File: src/rtl/ncm_resp_collector.sv
// ncm_resp_collector: packs NCM core response bits LSB-first into bytes, buffered in a FIFO for a host reader.
// Define NCM_COLL_ONES_EN to add the o_ones count of 1 bits received in the current run.
module ncm_resp_collector #(
    parameter int DEPTH = 4,
    parameter int AW    = 2
) (
    input  logic       clkr,
    input  logic       rst_n,
    input  logic       i_start,
    output logic       o_go,
    input  logic       i_q,
    input  logic       i_valid,
    input  logic       i_done,
    output logic [7:0] o_rd_data,
    output logic       o_rd_valid,
    input  logic       i_rd_ready,
    output logic       o_busy,
    output logic       o_ovf,
`ifdef NCM_COLL_ONES_EN
    output logic [7:0] o_ones,
`endif
    output logic [7:0] o_nbits
);
    typedef enum logic [1:0] {IDLE, RUN, FLUSH, WAIT_DN} state_t;
    state_t      st;
    logic [7:0]  shreg;
    logic [2:0]  idx;
    logic [AW:0] wp, rp;
    logic [7:0]  mem [DEPTH];
    logic        full, pop, push_req, push;
    logic [7:0]  push_data;
    assign o_rd_valid = wp != rp;
    assign full       = (wp[AW] != rp[AW]) && (wp[AW-1:0] == rp[AW-1:0]);
    assign pop        = o_rd_valid && i_rd_ready;
    assign o_rd_data  = mem[rp[AW-1:0]];
    assign o_busy     = st != IDLE;
    // the flushed partial byte masks stale bits left over from the previous byte
    always_comb begin
        push_req  = (st == RUN && i_valid && idx == 3'd7) || (st == FLUSH && idx != 3'd0);
        push_data = (st == RUN) ? {i_q, shreg[6:0]} : shreg & ~(8'hFF << idx);
        push      = push_req && (!full || pop);
    end
    always_ff @(posedge clkr)
        if (push) mem[wp[AW-1:0]] <= push_data;
    always_ff @(posedge clkr or negedge rst_n) begin
        if (!rst_n) begin
            st      <= IDLE;
            shreg   <= 8'd0;
            idx     <= 3'd0;
            wp      <= '0;
            rp      <= '0;
            o_go    <= 1'b0;
            o_ovf   <= 1'b0;
            o_nbits <= 8'd0;
`ifdef NCM_COLL_ONES_EN
            o_ones  <= 8'd0;
`endif
        end else begin
            if (push) wp <= wp + (AW+1)'(1);
            if (pop) rp <= rp + (AW+1)'(1);
            if (push_req && !push) o_ovf <= 1'b1;
            case (st)
                IDLE: if (i_start) begin
                    o_ovf   <= 1'b0;
                    o_nbits <= 8'd0;
                    idx     <= 3'd0;
                    o_go    <= 1'b1;
                    st      <= RUN;
`ifdef NCM_COLL_ONES_EN
                    o_ones  <= 8'd0;
`endif
                end
                RUN: begin
                    if (i_valid) begin
                        shreg[idx] <= i_q;
                        idx        <= idx + 3'd1;
                        if (o_nbits != 8'hFF) o_nbits <= o_nbits + 8'd1;
`ifdef NCM_COLL_ONES_EN
                        if (i_q && o_ones != 8'hFF) o_ones <= o_ones + 8'd1;
`endif
                    end
                    if (i_done) st <= FLUSH;
                end
                FLUSH: begin
                    idx   <= 3'd0;
                    shreg <= 8'd0;
                    o_go  <= 1'b0;
                    st    <= WAIT_DN;
                end
                WAIT_DN: if (!i_done) st <= IDLE;
                default: st <= IDLE;
            endcase
        end
    end
endmodule

File: config.mk
export PLATFORM = sky130hd
export DESIGN_NAME = ncm_resp_collector
export DESIGN_NICKNAME = d
export VERILOG_FILES = /design/src/rtl/ncm_resp_collector.sv
export SDC_FILE = /design/constraint.sdc
export NUM_CORES = 1
export LEC_CHECK = 0
export CAP_MARGIN = 40
export CORE_AREA = 2 2 75 77
export DETAILED_ROUTE_END_ITERATION = 10
export DIE_AREA = 0 0 77 79
export PLACE_DENSITY = 0.84
export REMOVE_ABC_BUFFERS = 1
export SETUP_SLACK_MARGIN = 0.05
export SLEW_MARGIN = 20
export SYNTH_ARGS = -nofsm -noshare
export SYNTH_HDL_FRONTEND = slang
export SYNTH_SLANG_ARGS = --single-unit
export TNS_END_PERCENT = 30
File: constraint.sdc
create_clock -name clkr -period 2.3 [get_ports clkr]
set_input_delay 0.46 -clock clkr [delete_from_list [all_inputs] [get_ports clkr]]
set_output_delay 0.46 -clock clkr [all_outputs]
set_load 0.01 [all_outputs]
# Yosys cells after proc, flatten, opt, wreduce, memory -nomap -nowiden
# Memories as Yosys holds them, arrays and structs flattened.
# Cells that the tools add are included.
[classes]
bitwise = 2
n_addsub = 4
n_shift = 1
div = 0
n_mul = 0
n_reduce_logical = 24
magnitude_cmp = 2
n_eq_ne = 13
muxes = 24
[ops]
columns = ["cell", "count"]
rows = [
  ["8-bit two-way mux", 5],
  ["8-bit case mux with 2 select lines", 2],
  ["3-bit by 1-bit adder with 3-bit output (second input constant)", 3],
  ["3-bit case mux with 3 select lines", 1],
  ["8-bit by 1-bit adder with 8-bit output (second input constant)", 1],
  ["8-bit bitwise AND", 1],
  ["8-bit bitwise mux", 1],
  ["1-bit logical AND", 8],
  ["2-bit != test (second input constant)", 4],
  ["8-bit != test (second input constant)", 1],
  ["8-bit NOT", 1],
  ["2-bit case mux with 4 select lines", 1],
  ["2-bit nonzero test", 4],
  ["8-bit by 3-bit left shift with 8-bit output (first input constant)", 1],
  ["1-bit two-way mux", 7],
  ["2-bit two-way mux", 3],
  ["3-bit two-way mux", 2],
  ["3-bit AND reduction", 2],
  ["3-bit nonzero test", 2],
  ["2-bit == test (second input constant)", 2],
  ["3-bit by 4-bit less-than comparator with 1-bit output (second input constant)", 1],
  ["2-bit AND reduction", 2],
  ["4-bit AND reduction", 1],
  ["1-bit demux with 3-bit select", 1],
  ["other kinds (11)", 13],
]
[word_totals]
regBits = 29
output_inout_bits = 20
memories = 1
romBits = 0
in_bits = 7
latch_bits = 0
elab_cells = 79
mem_bits_rw = 32
[memory_table]
columns = ["memory", "depth", "word_bits", "rd", "rd_ports_with_merged_regs", "wr", "line_no", "source"]
rows = [
  ["mem", 4, 8, 1, 0, 1, "29", "logic [7:0] mem [DEPTH];"],
]

# Depth between registers and ports, before layout
# Gate-level depths: netlist (run 1).
[depth]
depth_word = 10
depth_mapped = 8
mapped_depth_nobuf = 6

# Worst setup path after synthesis (run 1)
# OpenSTA, ideal clock, no wires.
[synth_path]
path_type = "register to register"
startpoint = "register st[0]"
endpoint = "memory mem[3][0], enable pin"
setup_slack_ns = 0.510
setup_ns = 0.339
stages_incl_launch_ff = 6
period_less_slack_ns = 1.790
t_required_ns = 1.961
path_buffers = 1
arrival_ns = 1.451
cell_sequence = "dfrtp_1 > inv_1 > ha_1 > clkbuf_1 > a32o_1 > and3_1"
[synth_between]
elab_chain_len = 7
elab_cells_between_ends = 9
cone_classes = "2 x eq/ne; 2 x mux; 5 x reduce/logical"
[synth_rtl]
columns = ["item", "line_no", "source"]
rows = [
  ["from (decl)", "25", "state_t st;"],
  ["from (signal assigned)", "47", "st <= IDLE;"],
  ["from (signal assigned)", "68", "st <= RUN;"],
  ["from (signal assigned)", "82", "if (i_done) st <= FLUSH;"],
  ["2-bit by 1-bit == test with 1-bit output", "39", "push_req = (st == RUN && i_valid && idx == 3'd7) || (st == FLUSH && idx != 3'd0);"],
  ["1-bit logical AND (2 in series)", "39", ""],
  ["1-bit logical OR (*)", "39", ""],
  ["1-bit logical AND (*)", "41", "push = push_req && (!full || pop);"],
  ["1-bit two-way mux (*)", "44", "if (push) mem[wp[AW-1:0]] <= push_data;"],
  ["1-bit two-way mux (implied by the code) (*)", "44", ""],
  ["to (decl)", "29", ""],
]
# Every way passes the cells marked *; elsewhere a longest branch is shown, timed or not.

# Final worst setup path (run 1)
[layout_path]
startpoint = "register st[0]"
endpoint = "output port o_busy"
[layout_between]
elab_chain_len = 1
[layout_rtl]
columns = ["item", "line_no", "source"]
rows = [
  ["2-bit nonzero test", "36", "assign o_busy = st != IDLE;"],
  ["to (decl)", "17", "output logic o_busy,"],
]
# No other way between the ends.

==> load_flow_metrics.sql, run 1 <==
INSERT INTO impl_metrics (metric_group, metric, value, unit) VALUES
('critical_path', 'critical-path-top-delay-family', 'buffers and inverters', ''),
('synthesis', 'netlist-cell-type-count', '46', ''),
('critical_path', 'crit_chain', 'inv_1 > ha_2 > inv_1 > clkdlybuf4s50_1', ''),
('global_routing', 'global_route.overflow_total', '0', ''),
('route', 'via_count', '1825', ''),
('sta', 'clock-skew-final', '7.45', 'ps'),
('sta', 'tightestPinTransition', '435', 'ps'),
('cts', 'ctsHtreeMaxLevel', '3', ''),
('floorplan', 'die_width', '77', 'um'),
('sta', 'achievable-frequency', '464', 'MHz'),
('critical_path', 'slowest_stage', 'sky130_fd_sc_hd__clkdlybuf4s50_1', ''),
('route', 'post-route-drc-count', '0', ''),
('synthesis', 'ys_warn_count', '0', ''),
('route', 'drt-wirelength-per-cell', '15.3', 'um'),
('critical_path', 'critical_path.n_buffers_inverters', '3', ''),
('final_layout', 'num-fill-cells', '418', ''),
('floorplan', 'initial_standard_cell_utilization_of_the_core', '0.549', ''),
('final_layout', 'antenna-diode-count', '0', ''),
('floorplan', 'floorplan.die_area', '6080', 'sq um'),
('pwr', 'power-per-cell-area', '1280', 'nW/um^2'),
('sta', 'period_share', '0.938', ''),
('route', 'drt-pass1-iter-count', '5', ''),
('cts', 'cts.root.buffer_cell', 'sky130_fd_sc_hd__clkbuf_8', ''),
('route', 'detailed_route_vias_per_instance', '5.46', ''),
('cts', 'clkLatencyLatePin', '330', 'ps'),
('sta', 'final_hold_viol_count', '0', ''),
('sta', 'finalSetupViolCount', '0', ''),
('global_routing', 'first_pass_grt_wire_length', '8.80', 'mm'),
('critical_path', 'reg2reg_slack', '250', 'ps'),
('pwr', 'p_leak', '1.47', 'nW'),
('global_routing', 'global_route.usage.met3', '0.0386', ''),
('placement', 'routabilityCongestion', '0.829', ''),
('final_layout', 'finalCoreUtilization', '0.664', ''),
('synthesis', 'seq_cells_post_synth', '60', ''),
('critical_path', 'critPathKind', 'reg -> out', ''),
('floorplan', 'die_height', '79', 'um'),
('critical_path', 'reg2reg_depth', '4', ''),
('floorplan', 'boundary_pin_count', '27', ''),
('route', 'ant_nets', '0', ''),
('critical_path', 'worst_setup_path_end_kind', 'primary output', ''),
('final_layout', 'design.final.nets', '278', ''),
('pwr', 'vdd_ir_drop_max', '0.000620', 'V'),
('global_routing', 'largest_net_degree_at_the_start_of_global_routing', '29', ''),
('global_routing', 'globalRoute.busiestLayer', 'met2', ''),
('global_routing', 'grtUsageTotal', '0.187', ''),
('global_routing', 'grt_antenna_before_repair', '0', ''),
('placement', 'detailed_place_hpwl', '3.55', 'mm'),
('critical_path', 'cp_data_arrival_time', '1700', 'ps'),
('worst_hold_path', 'hp-class', 'reg -> reg', ''),
('sta', 'rsz0062_at_grt', 'false', ''),
('critical_path', 'crit-reg2reg-capture', 'mem[1][4]', ''),
('critical_path', 'worst_ep_required_time', '1840', 'ps'),
('outcome', 'run_status', 'finished clean', ''),
('critical_path', 'cell_repeated_most_along_the_worst_path', 'sky130_fd_sc_hd__inv_1', ''),
('cts', 'cts-buffers-inserted', '9', ''),
('critical_path', 'timing.critical_path.slowest_cell_delay', '550', 'ps'),
('global_routing', 'gr-usage-met2', '0.324', ''),
('sta', 'totalNegativeSetupSlack', '0', 'ps'),
('synthesis', 'synthesis.area_per_instance', '13.3', 'sq um'),
('global_routing', 'groute.layer.met1.usage', '0.222', ''),
('worst_hold_path', 'worst_hold_path.num_cells', '1', ''),
('route', 'wirelength', '5.10', 'mm'),
('sta', 'final_max_slew_viol_count', '0', ''),
('synthesis', 'netlist_instances', '220', ''),
('placement', 'portBuffers', '26', ''),
('pwr', 'totalPowerFinal', '4.53', 'mW'),
('job', 'drv.max_cap_violation_count', '0', ''),
('cts', 'cts_tree', 'yes', ''),
('sta', 'worst_slew_margin_rel', '0.707', ''),
('floorplan', 'core_area', '5340', 'sq um'),
('worst_hold_path', 'worst_hold_startpoint', 'rp[2]', '');
-- where the power goes --
group	internal, mW	switching, mW
clock network	0.614	0.430
logic	0.871	0.928
registers	1.46	0.227
-- layout make-up --
class                   count  area (sq um)  area share
clock buffers               9           124      0.0349
clock inverters             7           100      0.0282
well taps                  72          90.1      0.0254
flip-flops and latches     60          1660       0.469
inverters                   8          30.0     0.00847
multi-input cells         144          1210       0.342
repair buffers             34           325      0.0918
-- how the worst max path moves through the flow --
| stage | cells after the start | slack, ps | end | from |
|---|---|---|---|---|
| detailed placement | 5 | 120 | o_nbits[0] | i_start |
| CTS | 4 | 60 | o_busy | st[0] |
| global placement | 5 | 170 | o_nbits[0] | i_start |
| floorplan | 4 | 320 | mem[3][0] | st[1] |
| global route | 4 | 50 | mem[1][3] | st[1] |
| finish | 4 | 140 | o_busy | st[0] |
-- sequential cells by signal, summed over array words and instances (netlist names) --
name	count
mem	32
rp	3
wp	3
shreg	7
idx	3
o_ovf	1
st	2
o_go	1
o_nbits	8
-- synthesized netlist by cell type (all sizes together) --
cell type / instances / area share
or3: 1 / 0.0021
nand4b: 1 / 0.0030
nor2b: 6 / 0.014
mux2i: 13 / 0.046
a31o: 1 / 0.0030
nor3: 5 / 0.010
edfxtp: 32 / 0.33
and2: 2 / 0.0043
and3: 7 / 0.015
o31a: 2 / 0.0060
and2b: 1 / 0.0026
a21boi: 3 / 0.0077
nand2: 18 / 0.024
xor2: 3 / 0.0090
mux4: 8 / 0.061
buf: 5 / 0.012
nor2: 4 / 0.0051
a211o: 2 / 0.0060
o211a: 2 / 0.0068
nand3b: 1 / 0.0026
a21oi: 7 / 0.012
dfrtp: 28 / 0.24
o31ai: 2 / 0.0051
clkbuf: 3 / 0.0038
a2111oi: 2 / 0.015
o21ai: 12 / 0.020
mux2: 3 / 0.012
and4b: 1 / 0.0034
inv: 8 / 0.010
nand2b: 6 / 0.013
o21a: 1 / 0.0026
xnor2: 5 / 0.015
o32a: 1 / 0.0034
a32o: 1 / 0.0034
ha: 14 / 0.060
nand3: 9 / 0.015
-- layer usage --
metal,up-vias,share of wire
met3,9,0.038
met1,890,0.44
met5,-,0
met2,41,0.51
met4,0,0.018
li1,885,-
-- kinds of logic (layout without fill, tap and decap cells) --
kind of cell / after synthesis / after routing / synth area share
buf+inv: 16 / 58 / 0.0264
xor+xnor: 8 / 8 / 0.0239
mux: 24 / 24 / 0.119
flops: 60 / 60 / 0.567
simple gates: 62 / 62 / 0.114
fa+ha+maj: 14 / 14 / 0.0597
compound gates: 36 / 36 / 0.0909
-- placed cells by master (no fill, tap or decap), types with 4 or more instances in the layout --
cell type / n
sky130_fd_sc_hd__nor3_1: 4
sky130_fd_sc_hd__dlygate4sd2_1: 8
sky130_fd_sc_hd__buf_4: 7
sky130_fd_sc_hd__a21oi_1: 7
sky130_fd_sc_hd__nor2_1: 4
sky130_fd_sc_hd__mux4_2: 8
sky130_fd_sc_hd__mux2i_1: 12
sky130_fd_sc_hd__nand2_1: 17
sky130_fd_sc_hd__edfxtp_1: 32
sky130_fd_sc_hd__nor2b_1: 5
sky130_fd_sc_hd__nand2b_1: 6
sky130_fd_sc_hd__clkdlybuf4s50_1: 17
sky130_fd_sc_hd__o21ai_0: 11
sky130_fd_sc_hd__clkbuf_8: 9
sky130_fd_sc_hd__dfrtp_1: 26
sky130_fd_sc_hd__and3_1: 7
sky130_fd_sc_hd__nand3_1: 9
sky130_fd_sc_hd__inv_1: 8
sky130_fd_sc_hd__ha_1: 13
-- metrics by stage --
step           cell area (sq um)  cells  setup slack, ps  hold WS [ps]
2_1_floorplan               2890    212              317           164
3_3_place_gp                3300    317              168           481
3_5_place_dp                3300    317              122           481
4_1_cts                     3530    334             63.5           494
5_1_grt                     3540    334             51.6           521
6_report                    3540    334              143           490
-- repair_timing --
| action | 4_1_cts | 5_1_grt |
|---|---|---|
| cloned | 0 | 0 |
| resized for setup | 11 | 3 |
| endpoints found under the setup margin | 9 | 2 |
| setup buffers | 1 | 0 |
| hold buffers | 0 | 0 |
No activity file was read; power rests on OpenSTA's default activity.
==> run 2, diff against run 1 <==
- GPL_TIMING_DRIVEN: default -> 0
==> load_flow_metrics.sql, run 2 (synthesis results as in run 1) <==
INSERT INTO impl_metrics (metric_group, metric, value, unit) VALUES
('placement', 'placedCellCount', '310', ''),
('placement', 'portBuffers', '26', ''),
('cts', 'cts_hold_buffers', '0', ''),
('sta', 'worst_slew_margin_rel', '0.571', ''),
('sta', 'rsz0062_at_grt', 'true', ''),
('critical_path', 'worst_ep_required_time', '1840', 'ps'),
('cts', 'ctsHtreeMaxLevel', '3', ''),
('floorplan', 'core_area', '5340', 'sq um'),
('cts', 'cts.sinks', '60', ''),
('global_routing', 'grt_antenna_before_repair', '0', ''),
('floorplan', 'die_height', '79', 'um'),
('critical_path', 'cp_data_arrival_time', '1690', 'ps'),
('placement', 'pre_cts_slack', '-162', 'ps'),
('critical_path', 'worst_setup_path_end_kind', 'primary output', ''),
('global_routing', 'global_route.overflow_total', '0', ''),
('sta', 'final_hold_viol_count', '0', ''),
('route', 'ant_nets', '0', ''),
('global_routing', 'largest_net_degree_at_the_start_of_global_routing', '29', ''),
('sta', 'final.hold.worst_slack', '146', 'ps'),
('sta', 'final.min_clock_period', '2150', 'ps'),
('final_layout', 'final_cell_count_no_fill', '328', ''),
('sta', 'worst_slack', '146', 'ps'),
('sta', 'tightestPinTransition', '643', 'ps'),
('floorplan', 'boundary_pin_count', '27', ''),
('cts', 'cts.root.buffer_cell', 'sky130_fd_sc_hd__clkbuf_8', ''),
('cts', 'clkLatencyLatePin', '330', 'ps'),
('final_layout', 'synthToLayoutAreaGrowth', '19.1', '%'),
('critical_path', 'timing.critical_path.fanout_max', '6', ''),
('critical_path', 'crit_chain', 'buf_6 > mux4_2 > dlygate4sd2_1', ''),
('sta', 'final_max_slew_viol_count', '0', ''),
('final_layout', 'antenna-diode-count', '0', ''),
('pwr', 'power-per-cell-area', '1280', 'nW/um^2'),
('floorplan', 'die_width', '77', 'um'),
('job', 'drv.max_cap_violation_count', '0', ''),
('floorplan', 'initial_standard_cell_utilization_of_the_core', '0.549', ''),
('critical_path', 'timing.critical_path.slowest_cell_delay', '510', 'ps'),
('route', 'post-route-drc-count', '0', ''),
('floorplan', 'floorplan.die_area', '6080', 'sq um'),
('sta', 'achievable-frequency', '464', 'MHz'),
('final_layout', 'layout_commonest_cell', 'sky130_fd_sc_hd__edfxtp_1', ''),
('cts', 'cts-buffers-inserted', '9', ''),
('placement', 'detailed_place_hpwl', '3.64', 'mm'),
('sta', 'period_share', '0.936', ''),
('placement', 'routabilityCongestion', '0.764', ''),
('cts', 'clk_path_buf_depth', '2', ''),
('final_layout', 'flip_flop_count_of_the_largest_register_all_copies_and_words_added', '32', ''),
('floorplan', 'core.rowCount', '27', ''),
('global_routing', 'grtUsageTotal', '0.197', ''),
('route', 'drt-wirelength-per-cell', '16.4', 'um'),
('sta', 'finalSetupViolCount', '0', ''),
('final_layout', 'num-fill-cells', '428', ''),
('route', 'drt-pass1-iter-count', '4', ''),
('route', 'initialDrtViolationCount', '117', ''),
('sta', 'clock-skew-final', '5.30', 'ps'),
('final_layout', 'seq_area', '1670', 'sq um'),
('final_layout', 'mostFrequentLayoutCells', '32 x sky130_fd_sc_hd__edfxtp_1, 26 x sky130_fd_sc_hd__dfrtp_1, 17 x sky130_fd_sc_hd__nand2_1', ''),
('pwr', 'vdd_ir_drop_max', '0.000811', 'V'),
('route', 'detailed_route_vias_per_instance', '5.56', ''),
('critical_path', 'slowest_stage', 'sky130_fd_sc_hd__mux4_2', ''),
('final_layout', 'multi_input_combinational_cell_area', '1230', 'sq um'),
('critical_path', 'critPathKind', 'reg -> out', ''),
('cts', 'cts_tree', 'yes', ''),
('outcome', 'run_status', 'finished clean', ''),
('worst_hold_path', 'hp-class', 'in -> async', ''),
('pwr', 'p_leak', '1.44', 'nW'),
('route', 'wirelength', '5.39', 'mm'),
('critical_path', 'timing.critical_path.from_type', 'flip-flop', ''),
('cts', 'clk_pin_slew', '70', 'ps'),
('final_layout', 'design.final.nets', '272', ''),
('route', 'via_count', '1824', ''),
('final_layout', 'final_layout_size_suffix_gt1_frac', '0.176', ''),
('global_routing', 'first_global_vias', '1865', ''),
('global_routing', 'first_pass_grt_wire_length', '9.06', 'mm');
## run 2: final timing paths
check	start	slack, ps	endpoint	depth (start not counted)
min in group clkr	wp[2]	510	wp[2]	1
hold reg to reg	wp[2]	510	wp[2]	1
setup / recovery	rp[0]	150	o_rd_data[2]	3
max in group asynchronous	rst_n	1660	rp[0]	1
hold / removal	rst_n	150	o_nbits[0]	1
setup reg to reg	st[1]	210	o_nbits[5]	6
## run 2: layer usage
layer  vias to the layer above  part of all wire  global-route usage
li1                        877                 -                   -
met1                       898              0.43               0.239
met2                        41              0.52               0.337
met3                         8             0.040              0.0477
met4                         0             0.015              0.0911
met5                         -                 0                   0
## run 2: layout make-up
class | instances | share of cell area
sequential | 60 | 0.477
multi-input combinational | 144 | 0.351
timing repair buffer | 28 | 0.0752
clock buffer | 9 | 0.0355
clock inverter | 7 | 0.0262
tap | 72 | 0.0258
inverter | 8 | 0.00860
## run 2: power by group
group | internal, mW | leakage (nW) | switching, mW
Sequential | 1.47 | 0.633 | 0.229
Combinational | 0.826 | 0.700 | 0.952
Clock | 0.605 | 0.109 | 0.407
## run 2: timing repair
item | in CTS | in global routing
setup buffers | 2 | 0
endpoints found under the hold margin | 0 | 0
endpoints found under the setup margin | 53 | 36
gates cloned | 0 | 0
gates resized for setup | 17 | 6
## run 2: stage by stage
stage	power, mW	util	setup TNS [ps]	instance area [sq um]
3_3_place_gp	3.36	0.606	-2640	3240
4_1_cts	4.51	0.651	0	3480
6_report	4.48	0.654	0	3490
3_5_place_dp	3.46	0.605	-5010	3230
2_1_floorplan	2.83	-	0	2890
5_1_grt	4.78	0.654	0	3490
## run 2: critical path, delay by kind of cell (launching register included)
| family | cells | cell delay [ps] |
|---|---|---|
| buffers and inverters | 2 | 450 |
| muxes | 1 | 510 |
| DFF | 1 | 410 |
